[src/rtl/alu_pkg.sv]
// alu_pkg: shared constants for the 32-bit ALU.
//   DATA_W / SHAMT_W : operand and shift-distance widths (only 32/5 supported)
//   OP_*             : 5-bit opcode encodings (OP_SRL/OP_XOR are used only
//                      when ALU_EXT_OPS_EN is defined)
package alu_pkg;
  localparam int DATA_W  = 32;
  localparam int SHAMT_W = 5;

  typedef logic [4:0] opcode_t;

  localparam opcode_t OP_ADD = 5'b00000;
  localparam opcode_t OP_SUB = 5'b00001;
  localparam opcode_t OP_AND = 5'b00010;
  localparam opcode_t OP_OR  = 5'b00011;
  localparam opcode_t OP_SLL = 5'b00100;
  localparam opcode_t OP_SRA = 5'b00101;
  localparam opcode_t OP_SRL = 5'b00110;
  localparam opcode_t OP_XOR = 5'b00111;
endpackage

[src/rtl/alu_if.sv]
// alu_if: operand/control/result bundle between decode/execute and the ALU.
//   master : drives operands, opcode, shift amount; receives result and flags
//   slave  : the ALU side
interface alu_if;
  import alu_pkg::*;

  logic [DATA_W-1:0]  data_operandA;
  logic [DATA_W-1:0]  data_operandB;
  opcode_t            ctrl_ALUopcode;
  logic [SHAMT_W-1:0] ctrl_shiftamt;
  logic [DATA_W-1:0]  data_result;
  logic               isNotEqual;
  logic               isLessThan;
  logic               overflow;

  modport master (
    output data_operandA, data_operandB, ctrl_ALUopcode, ctrl_shiftamt,
    input  data_result, isNotEqual, isLessThan, overflow
  );

  modport slave (
    input  data_operandA, data_operandB, ctrl_ALUopcode, ctrl_shiftamt,
    output data_result, isNotEqual, isLessThan, overflow
  );
endinterface

[src/rtl/alu_adder32.sv]
// alu_adder32: combinational DATA_W-bit adder with carry-in.
//   a, b, cin : addends (pass ~B with cin=1 to subtract)
//   sum       : a + b + cin, carry-out discarded
//   ovf       : signed overflow of the addition as seen by the operands given
module alu_adder32
  import alu_pkg::*;
(
  input  logic [DATA_W-1:0] a,
  input  logic [DATA_W-1:0] b,
  input  logic              cin,
  output logic [DATA_W-1:0] sum,
  output logic              ovf
);
  assign sum = a + b + {{(DATA_W-1){1'b0}}, cin};
  // Same-sign addends producing an opposite-sign sum.
  assign ovf = (a[DATA_W-1] == b[DATA_W-1]) && (sum[DATA_W-1] != a[DATA_W-1]);
endmodule

[src/rtl/alu.sv]
// alu: 32-bit integer ALU, all outputs registered (one clock latency).
//   clock, reset_n : rising-edge clock, async active-low reset
//   bus (slave)    : operands A/B, opcode, shift amount in;
//                    data_result, isNotEqual, isLessThan, overflow out
// Optional: define ALU_EXT_OPS_EN to add SRL (00110) and XOR (00111).
module alu
  import alu_pkg::*;
(
  input logic  clock,
  input logic  reset_n,
  alu_if.slave bus
);
  logic [DATA_W-1:0]  a, b, sum, diff, sll_v, sra_v, res_d;
  logic [SHAMT_W-1:0] sh;
  logic               add_ovf, sub_ovf, ovf_d, ne_d, lt_d;
  logic               is_add, is_sub, is_and, is_or, is_sll, is_sra;

  assign a  = bus.data_operandA;
  assign b  = bus.data_operandB;
  assign sh = bus.ctrl_shiftamt;

  alu_adder32 u_add (.a(a), .b(b),  .cin(1'b0), .sum(sum),  .ovf(add_ovf));
  // A - B as A + ~B + 1; shared by SUB and the compare flags.
  alu_adder32 u_sub (.a(a), .b(~b), .cin(1'b1), .sum(diff), .ovf(sub_ovf));

  assign sll_v = a << sh;
  assign sra_v = $unsigned($signed(a) >>> sh);

  // Equality decodes feed an AND-OR mux so an unknown opcode propagates X
  // instead of silently falling into a default branch.
  assign is_add = (bus.ctrl_ALUopcode == OP_ADD);
  assign is_sub = (bus.ctrl_ALUopcode == OP_SUB);
  assign is_and = (bus.ctrl_ALUopcode == OP_AND);
  assign is_or  = (bus.ctrl_ALUopcode == OP_OR);
  assign is_sll = (bus.ctrl_ALUopcode == OP_SLL);
  assign is_sra = (bus.ctrl_ALUopcode == OP_SRA);

`ifdef ALU_EXT_OPS_EN
  logic is_srl, is_xor;
  assign is_srl = (bus.ctrl_ALUopcode == OP_SRL);
  assign is_xor = (bus.ctrl_ALUopcode == OP_XOR);
  assign res_d  = ({DATA_W{is_add}} & sum)     | ({DATA_W{is_sub}} & diff)
                | ({DATA_W{is_and}} & (a & b)) | ({DATA_W{is_or}}  & (a | b))
                | ({DATA_W{is_sll}} & sll_v)   | ({DATA_W{is_sra}} & sra_v)
                | ({DATA_W{is_srl}} & (a >> sh))
                | ({DATA_W{is_xor}} & (a ^ b));
`else
  assign res_d  = ({DATA_W{is_add}} & sum)     | ({DATA_W{is_sub}} & diff)
                | ({DATA_W{is_and}} & (a & b)) | ({DATA_W{is_or}}  & (a | b))
                | ({DATA_W{is_sll}} & sll_v)   | ({DATA_W{is_sra}} & sra_v);
`endif

  assign ovf_d = (is_add & add_ovf) | (is_sub & sub_ovf);
  assign ne_d  = |diff;
  // Sign of the difference corrected for wraparound.
  assign lt_d  = diff[DATA_W-1] ^ sub_ovf;

  always_ff @(posedge clock or negedge reset_n) begin
    if (!reset_n) begin
      bus.data_result <= '0;
      bus.isNotEqual  <= 1'b0;
      bus.isLessThan  <= 1'b0;
      bus.overflow    <= 1'b0;
    end else begin
      bus.data_result <= res_d;
      bus.isNotEqual  <= ne_d;
      bus.isLessThan  <= lt_d;
      bus.overflow    <= ovf_d;
    end
  end
endmodule

[src/flat_wrapper.sv]
// flat-port wrapper written by rule: the top's interface ports become plain ports
module alu_flat import alu_pkg::*;
  (clock, reset_n, bus_data_operandA, bus_data_operandB, bus_ctrl_ALUopcode, bus_ctrl_shiftamt, bus_data_result, bus_isNotEqual, bus_isLessThan, bus_overflow);
  alu_if bus_i ();
  input logic clock;
  input logic reset_n;
  input wire logic [$bits(bus_i.data_operandA)-1:0] bus_data_operandA;
  input wire logic [$bits(bus_i.data_operandB)-1:0] bus_data_operandB;
  input wire logic [$bits(bus_i.ctrl_ALUopcode)-1:0] bus_ctrl_ALUopcode;
  input wire logic [$bits(bus_i.ctrl_shiftamt)-1:0] bus_ctrl_shiftamt;
  output wire logic [$bits(bus_i.data_result)-1:0] bus_data_result;
  output wire logic [$bits(bus_i.isNotEqual)-1:0] bus_isNotEqual;
  output wire logic [$bits(bus_i.isLessThan)-1:0] bus_isLessThan;
  output wire logic [$bits(bus_i.overflow)-1:0] bus_overflow;
  assign bus_i.data_operandA = bus_data_operandA;
  assign bus_i.data_operandB = bus_data_operandB;
  assign bus_i.ctrl_ALUopcode = bus_ctrl_ALUopcode;
  assign bus_i.ctrl_shiftamt = bus_ctrl_shiftamt;
  assign bus_data_result = bus_i.data_result;
  assign bus_isNotEqual = bus_i.isNotEqual;
  assign bus_isLessThan = bus_i.isLessThan;
  assign bus_overflow = bus_i.overflow;
  alu u_core (.clock(clock), .reset_n(reset_n), .bus(bus_i));
endmodule
[config.mk]
export PLATFORM = sky130hd
export DESIGN_NAME = alu_flat
export DESIGN_NICKNAME = d
export VERILOG_FILES = /design/src/rtl/alu_pkg.sv /design/src/rtl/alu_if.sv /design/src/rtl/alu_adder32.sv /design/src/rtl/alu.sv /design/src/flat_wrapper.sv
export SDC_FILE = /design/constraint.sdc
export NUM_CORES = 1
export LEC_CHECK = 0
export ABC_AREA = 1
export CAP_MARGIN = 20
export CORE_MARGIN = 2
export CORE_UTILIZATION = 46
export CTS_BUF_LIST = sky130_fd_sc_hd__clkbuf_4
export CTS_CLUSTER_SIZE = 10
export DETAILED_ROUTE_END_ITERATION = 16
export PLACE_DENSITY = 0.68
export SETUP_SLACK_MARGIN = 0.1
export SLEW_MARGIN = 20
export SYNTH_ARGS = -nofsm -noshare
export SYNTH_HDL_FRONTEND = slang
export SYNTH_SLANG_ARGS = --single-unit
[constraint.sdc]
create_clock -name clock -period 0.8 [get_ports clock]
set_input_delay 0.16 -clock clock [delete_from_list [all_inputs] [get_ports clock]]
set_output_delay 0.16 -clock clock [all_outputs]
set_load 0.05 [all_outputs]
==> key figures, run 1 <==
Run status
  – Status: stopped before the end
  – Stopped at: global routing
  – Stop Error: [ERROR GRT-0232] Routing congestion too high. Check the congestion heatmap in the GUI.

Placement
  – Cells after DPL: 2706
  – Port Buf Inserts: between 100 and 150
  – GP Congestion: ~1.1
  – Detailed Place HPWL: around 46 mm

Floorplanning
  – Cell Rows: between 50 and 60
  – Starting density of the core: 0.471
  – Die Span Y: about 150 um
  – I/O pin total: 111
  – Die Width: 154 um

Yosys
  – Synth cell count leaders: nand2_1 (604), inv_1 (233), nand3_1 (192), nor2_1 (140), o21ai_0 (121)
  – Synth Cell Area: just over 0.01 mm^2
  – Seq/Total Area, Yosys: 0.0849
  – Syn Nets: ~2100
  – EDFF count, synth: 0
  – Gate Count Post-Synth: roughly 1900
  – Count leader, synth: nand2_1
  – Area share of the largest cell type after synthesis: 0.220
  – Synth cell types: 49
  – Ranking of synthesized cells by area: nand2_1 (22%), ha_1 (12%), nand3_1 (9.3%)
  – Post-synth ARST share: 1.00
  – Mean post-synth cell area: between 5 and 6 um^2
  – Ys Warns: 0
  – Synth Register Bits: 35
  – Synth Flop Type: dfrtp_1
  – Synth area leader: nand2_1

Timing
  – Worst EP kind: register input
  – Worst setup endpoint GRT: u_core.bus.isNotEqual$_DFF_PN0_/D

GRT
  – Gr usage total: 0.846
  – Total grt overflow: 383
  – Largest net degree at the start of global routing: 44

Clock network
  – Number of H-tree levels: 2
  – Root Buffer: clkbuf_4
  – CTS buffer count: 5
  – Sink Count: 35
  – Clk buf depth: 2
[layer usage]
layer	GRT usage	GRT overflow
met3	0.706	24
met1	0.841	7
met2	0.993	207
met5	0.427	3
met4	0.858	142
[what timing repair did]
action                                 4_1_cts
buffers inserted                            65
pin swaps                                  231
endpoints found under the hold margin       35
gates resized for setup                    742
setup endpoints to repair                   70
cloned                                       3
hold buffers                                 1
[logic make-up after synthesis]
logic type | synth area share
and+or+nand+nor | 0.432
xor gates and xnor gates | 0.00340
DFF | 0.0849
adders and majority gates | 0.119
buffers and inverters | 0.145
muxes | 0.0143
AOI/OAI and AO/OA | 0.201
[stage by stage]
step           cell area, um^2  setup WS, ns   util
2_1_floorplan            11200        -0.934      -
3_3_place_gp             16300         -1.92  0.746
3_5_place_dp             16300         -1.95  0.746
4_1_cts                  18700        -0.923  0.854
==> run 2, diff against run 1 <==
- CORE_UTILIZATION: 46 -> 31
- CTS_BUF_LIST: sky130_fd_sc_hd__clkbuf_4 -> default
- CTS_CLUSTER_SIZE: 10 -> default
- PLACE_DENSITY: 0.68 -> default
- PLACE_DENSITY_LB_ADDON: default -> 0.15
- SETUP_SLACK_MARGIN: 0.1 -> default
==> run 2 against run 1 <==
- synthesized cell count unchanged
- area after synthesis did not move
- the flow now finishes, with violations (negative setup slack)
==> key figures, run 2 <==
Run status
  – Status: complete, but fails checks (was stopped before the end)
  – Failing checks: negative setup slack

Yosys
  – Post-synth ARST share: 1.00 (unchanged)
  – Synth area leader: nand2_1 (unchanged)
  – Syn Nets: 2078 (unchanged)
  – EDFF count, synth: 0 (unchanged)
  – Area share of the largest cell type after synthesis: 0.220 (unchanged)
  – Synth cell count leaders: nand2_1 (604), inv_1 (233), nand3_1 (192), nor2_1 (140), o21ai_0 (121) (unchanged)
  – Seq/Total Area, Yosys: 0.0849 (unchanged)
  – Synth Cell Area: 0.0103 mm^2 (unchanged)
  – Ranking of synthesized cells by area: nand2_1 (22%), ha_1 (12%), nand3_1 (9.3%) (unchanged)
  – Synth Register Bits: 35 (unchanged)
  – Synth cell types: 49 (unchanged)
  – Ys Warns: 0 (unchanged)
  – Count leader, synth: nand2_1 (unchanged)
  – Gate Count Post-Synth: 1905 (unchanged)
  – Synth Flop Type: dfrtp_1 (unchanged)
  – Mean post-synth cell area: 5.42 um^2 (unchanged)

Timing
  – Unrepaired setup endpoints after global routing: yes
  – Min cycle time layout: 1.81 ns
  – Max Freq: between 500 and 600 MHz
  – Period Utilization, post-route: 2.26
  – Worst-Margin Slew: 0.520 ns
  – Final setup viols: 70
  – Worst Slack Setup Final: -1.01 ns
  – Hold slack: ~0.32 ns
  – Slew headroom: 0.649
  – Final Max Tran Viols: 0
  – Hold Fails Final Rpt: 0

Power
  – P per Cell Area: about 930 mW/mm^2
  – Leakage: about 11 nW
  – Worst vdd ir: between 700 and 800 uV
  – Total power: ~20 mW

GRT
  – Vias in the first global route: about 16000
  – Largest net degree at the start of global routing: 36
  – Initial antenna violation count: 0
  – Gr usage total: 0.361
  – First-pass GRT wire length: 94.4 mm
  – Total grt overflow: 0

Route
  – Post-route ant nets: 0
  – DRT Wirelength: 66.6 mm
  – Vias per cell: 5.31
  – Drt pass-1 iters: 5
  – First-iteration detailed-routing DRC count: approximately 1400
  – WL met3: about 4.1 mm
  – Drt drc: 0
  – DRT met1 WL: between 20 and 30 mm
  – Max Used Layer: met4
  – Met2 Wirelength: around 31 mm
  – Vias: roughly 16000
  – Drt wl/cell: 21.9 um

Finish
  – Layout cells sized above 1: 0.635
  – Nets: ~2800
  – N_diodes: 0
  – Commonest cells after routing, fill and taps aside: buf_4 (532), nand2_1 (367), nand2_2 (171)
  – Reg with most FFs: u_core.bus.data_result
  – Fin area: about 0.022 mm^2
  – Flip-flop count of the largest register after layout: 32
  – Reg area: 877 um^2
  – Most common cell after layout, fill and taps aside: buf_4
  – Core Util, Final: 0.682
  – Multi-input logic area: 0.0120 mm^2
  – Area delta synth->final: 116%
  – Fillcell total: around 2800

Floorplanning
  – Die area: roughly 0.035 mm^2
  – CORE AREA: approximately 0.033 mm^2
  – Die Span Y: 186 um (was 154 um)
  – Starting density of the core: 0.316 (was 0.471)
  – I/O pin total: 111 (unchanged)
  – Die Width: 186 um (was 154 um)
  – Cell Rows: 66 (was 54)

Setup path
  – CP max stage delay: 0.34 ns
  – Crit. End Element: flip-flop
  – Crit path required time: between 0.9 and 1 ns
  – CP Cell Sequence: buf_8 > inv_6 > ha_4 > buf_6 > nand2_4 > o21ai_4 > buf_6 > a31oi_4 > buf_6 > o21ai_2 > nand2_1 > nand3_1 > nand4_1
  – Slowest cell on the critical path: ha_4
  – CP Max Fanout: 7
  – Startpoint Class: input pin
  – Top cell by count, worst path: buf_6
  – Buffers plus inverters on the worst setup path: 5
  – Family with the most delay on the worst path: buffers and inverters
  – Crit path DAT: about 1.9 ns
  – Critical path class: in2reg

Placement
  – Port Buf Inserts: 110 (unchanged)
  – DP Area: 0.0169 mm^2 (was 0.0163 mm^2)
  – Place WS: -2.00 ns (was -1.95 ns)
  – Detailed Place HPWL: 52.1 mm (was 45.9 mm)
  – GP Congestion: 0.981 (was 1.11)

Worst hold path
  – WHS Path Cells: 4
  – Hold endpoint: u_core.bus.data_result[1]
  – Min-delay src: bus_data_operandA[1]
  – Hold Path Class: in2reg

Clock network
  – CTS buffer count: 5 (unchanged)
  – Root Buffer: clkbuf_16 (was clkbuf_4)
  – Clk buf depth: 2 (unchanged)
  – Sink Count: 35 (unchanged)
  – Number of H-tree levels: 2 (unchanged)
  – CTS tree: yes
  – Worst-path clk slew: around 0.070 ns

Job
  – Max Cap Violations: 0
run 2: cell counts after synthesis:
Identical to the previous run, type by type.
run 2: worst max-delay path by stage:
stage,startpoint,to,slack (ns),cells past startpoint
global placement,bus_data_operandB[2],u_core.bus.data_result[6],-2.02,14
CTS,bus_data_operandA[2],u_core.bus.data_result[15],-1.00,16
finish,bus_data_operandA[3],u_core.bus.data_result[16],-1.01,13
floorplan,bus_data_operandA[0],u_core.bus.isNotEqual,-0.93,12
global route,bus_data_operandA[5],u_core.bus.isNotEqual,-1.11,16
detailed placement,bus_data_operandB[2],u_core.bus.data_result[6],-2.00,14
run 2: cell type report:
class,count,share of cell area
Sequential cell,35,0.0394
Timing Repair Buffer,784,0.336
Tap cell,442,0.0249
Multi-Input combinational cell,1526,0.539
Clock inverter,1,0.000394
Clock buffer,7,0.00641
Inverter,249,0.0531
run 2: through the flow:
step | instances | setup TNS [ns]
after floorplan | 1905 | -25.49
after global placement | 2913 | -63.16
after detailed placement | 2913 | -63.24
after CTS | 2998 | -39.11
after global routing | 3044 | -40.27
final | 3044 | -38.33
run 2: routing by layer:
metal  vias up  global-route usage
li1       7618                   -
met1      7814               0.488
met2       589               0.600
met3       146              0.0335
met4         0               0.121
met5         -                   0
run 2: kinds of logic after synthesis:
logic type,share of synthesized area
AOI/OAI and AO/OA,0.201
adders and majority gates,0.119
and+or+nand+nor,0.432
DFF,0.0849
muxes,0.0143
xor gates and xnor gates,0.00340
buffers and inverters,0.145
run 2: report_power, final:
part           total [mW]  internal (mW)  switching, mW
sequential           1.97           1.88         0.0995
clock                2.27           1.25           1.02
combinational        16.4           7.47           8.89
run 2: repair_timing:
action                                 CTS  global route
endpoints found under the hold margin   35             0
cloned                                   6             2
hold buffers                             1             0
pin swaps                              282           279
resized for setup                      951           537
setup buffers                           78            52
setup endpoints to repair               70            70
(Power assumes the default switching activity.)
==> run 3, diff against run 2 <==
- CORE_ASPECT_RATIO: default -> 0.8
- HOLD_SLACK_MARGIN: default -> 0.15
- SLEW_MARGIN: 20 -> default
==> run 3 against run 2 <==
- the flow still finishes with violations (negative setup slack)
- count of clock-buffer cells in the layout fell by 2
- fmax shrank 5.3%
- global-route usage fell by 0.068 points
- clock power is 31% higher
- sequential share of layout area increased by 0.14 points
- flip-flop and latch count stayed put
- non-clock buffer count fell by 9
- sequential power is essentially flat
- critical endpoint is now u_core.bus.isNotEqual
- largest cell class unchanged
- highest routed layer unchanged
==> key figures, run 3 (synthesis results as in run 2) <==
Placement
  – Detailed Place HPWL: 50.9 mm (was 52.1 mm)
  – DP Area: 0.0168 mm^2 (was 0.0169 mm^2)
  – Port Buf Inserts: 110 (unchanged)
  – GP Congestion: 1.05 (was 0.981)

GRT
  – Total grt overflow: 0 (unchanged)
  – Met1 usage: 0.498 (was 0.488)
  – Met3 GRT Util: 0.0478 (was 0.0335)
  – Grt met2 use: 0.567 (was 0.600)
  – First-pass GRT wire length: 95.1 mm (was 94.4 mm)
  – Vias in the first global route: 15600 (about the same)
  – GR peak layer: met2 (unchanged)
  – Gr usage total: 0.360 (was 0.361)
  – Initial antenna violation count: 0 (unchanged)
  – Largest net degree at the start of global routing: 36 (unchanged)

Setup path
  – Startpoint Class: input pin (unchanged)
  – CP Max Fanout: 4 (was 7)
  – Crit path required time: 1.00 ns (was 0.92 ns)
  – Critical Path End: u_core.bus.isNotEqual (was u_core.bus.data_result[16])
  – Critical path class: in2reg (unchanged)
  – Crit. End Element: flip-flop (unchanged)
  – Crit path DAT: 2.11 ns (was 1.92 ns)
  – CP startpoint: bus_data_operandB[4] (was bus_data_operandA[3])

Clock network
  – Sink Count: 35 (unchanged)
  – Root Buffer: clkbuf_16 (unchanged)
  – CTS tree: yes (unchanged)
  – Worst-path clk slew: 0.08 ns (was 0.07 ns)
  – Number of H-tree levels: 2 (unchanged)
  – CTS buffer count: 5 (unchanged)
  – Clk buf depth: 2 (unchanged)

Power
  – Combinational Power Share: 0.759 (was 0.794)
  – Leakage: 10.3 nW (was 10.6 nW)
  – P per Cell Area: 954 mW/mm^2 (was 927 mW/mm^2)
  – Sequential fraction of design power: 0.096 (about the same)
  – Net Sw Power: 9.79 mW (was 10.0 mW)
  – Sw frac: 0.476 (was 0.486)
  – Worst vdd ir: 828 uV (was 701 uV)
  – Clock power frac: 0.145 (was 0.110)
  – Internal: 10.8 mW (was 10.6 mW)

Finish
  – Most common cell after layout, fill and taps aside: buf_4 (unchanged)
  – Nets: 2765 (was 2774)
  – Layout cells sized above 1: 0.594 (was 0.635)
  – Fillcell total: 2912 (was 2803)
  – Fin area: 0.0215 mm^2 (was 0.0222 mm^2)
  – Commonest cells after routing, fill and taps aside: buf_4 (532), nand2_1 (392), nand2_2 (159) (was buf_4 (532), nand2_1 (367), nand2_2 (171))
  – Reg with most FFs: u_core.bus.data_result (unchanged)
  – Multi-input logic area: 0.0116 mm^2 (was 0.0120 mm^2)
  – N_diodes: 0 (unchanged)
  – Area delta synth->final: 109% (was 116%)
  – Flip-flop count of the largest register after layout: 32 (unchanged)
  – Reg area: 880 um^2 (was 877 um^2)

Timing
  – Worst-Margin Slew: 0.437 ns (was 0.520 ns)
  – Min cycle time layout: 1.91 ns (was 1.81 ns)
  – Unrepaired setup endpoints after global routing: yes (unchanged)
  – Final Max Tran Viols: 0 (unchanged)
  – Fin Setup TNS: -40.99 ns (was -38.33 ns)
  – Period Utilization, post-route: 2.38 (was 2.26)
  – Hold Fails Final Rpt: 0 (unchanged)
  – Max Freq: 525 MHz (was 554 MHz)
  – Worst Slack Setup Final: -1.11 ns (was -1.01 ns)
  – Slew headroom: 0.706 (was 0.649)
  – Final setup viols: 70 (unchanged)

Run status
  – Failing checks: negative setup slack (unchanged)
  – Status: complete, but fails checks (unchanged)

Route
  – First-iteration detailed-routing DRC count: 1575 (was 1419)
  – Vias per cell: 5.30 (was 5.31)
  – Drt wl/cell: 21.5 um (was 21.9 um)
  – Post-route ant nets: 0 (unchanged)
  – Vias: 16000 (was 16200)
  – Drt drc: 0 (unchanged)
  – Drt pass-1 iters: 6 (was 5)
  – DRT Wirelength: 64.8 mm (was 66.6 mm)

Floorplanning
  – Starting density of the core: 0.316 (about the same)
  – Die Width: 208 um (was 186 um)
  – I/O pin total: 111 (unchanged)
  – Die Span Y: 167 um (was 186 um)
  – Die area: 0.0348 mm^2 (about the same)
  – CORE AREA: 0.0326 mm^2 (about the same)
  – Cell Rows: 59 (was 66)

Job
  – Max Cap Violations: 0 (unchanged)

Worst hold path
  – Hold Path Class: in2async (was in2reg)
[run 3: changes by cell type in the layout (fill, tap and decap cells not counted), moves of 10 or more]
cell	previous run	this run
a21oi_2	49	39
nand2_4	68	56
nor2_2	46	33
buf_6	128	110
o21ai_1	64	74
nand2_1	367	392
o21ai_2	64	50
nor2_1	54	67
inv_1	102	115
nand2_2	171	159
[run 3: cell type report]
type	instances	share of cell area
well taps	427	0.0248
multi-input cells	1526	0.539
clock inverters	3	0.00314
repair buffers	775	0.336
inverters	249	0.0512
flip-flops and latches	35	0.0408
clock buffers	5	0.00581
[run 3: per-layer routing]
| layer | up-vias | wire length (um) |
|---|---|---|
| met5 | - | 0 |
| met4 | 0 | 2810 |
| met3 | 122 | 5020 |
| met2 | 724 | 28600 |
| met1 | 7570 | 28400 |
| li1 | 7594 | - |
[run 3: worst max-delay path, stage by stage]
cell and delay, ns:
buf_6 0.09, buf_6 0.12, inv_12 0.05, ha_4 0.21, buf_8 0.13, nor2_4 0.15, buf_6 0.12, nand3_2 0.10
nand3_4 0.15, buf_6 0.12, nand3_4 0.10, nand4_1 0.13, nand2_2 0.08, nor2_1 0.09, nand2_1 0.06, nor2_1 0.14
nand3_2 0.08
[run 3: worst min path at each step]
stage                        from                    endpoint  slack (ns)  depth (start not counted)
after floorplan           reset_n   u_core.bus.data_result[0]       -0.14                          0
after global placement    reset_n  u_core.bus.data_result[27]        0.15                          2
after detailed placement  reset_n         u_core.bus.overflow        0.15                          2
after CTS                 reset_n  u_core.bus.data_result[15]        0.36                          3
after global routing      reset_n  u_core.bus.data_result[27]        0.40                          3
final                     reset_n  u_core.bus.data_result[22]        0.34                          3
[run 3: repair_timing]
action                     in CTS  in global routing
pin swaps                     273                177
setup endpoints to repair      70                 70
hold buffers                    1                  0
cloned                          3                  4
setup buffers                  79                 46
resized for setup             919                353
hold endpoints to repair       35                  0
[run 3: power by group through the flow]
stage,Combinational (mW),Clock [mW],Sequential (mW)
floorplan,5.18,0,2.32
global placement,11.3,0,2.01
detailed placement,11.3,0,2.01
CTS,13.9,2.99,1.98
global route,16.5,3.06,1.99
finish,15.6,2.98,1.98
[run 3: stage by stage]
| step | utilization | instances | power (mW) | hold slack (ns) | setup WS, ns |
|---|---|---|---|---|---|
| finish | 0.660 | 3020 | 20.6 | 0.336 | -1.11 |
| global route | 0.660 | 3020 | 21.5 | 0.397 | -1.18 |
| detailed placement | 0.514 | 2894 | 13.3 | 0.153 | -2.21 |
| CTS | 0.612 | 2979 | 18.9 | 0.357 | -1.09 |
| floorplan | - | 1905 | 7.49 | -0.136 | -0.934 |
| global placement | 0.514 | 2894 | 13.3 | 0.154 | -2.22 |
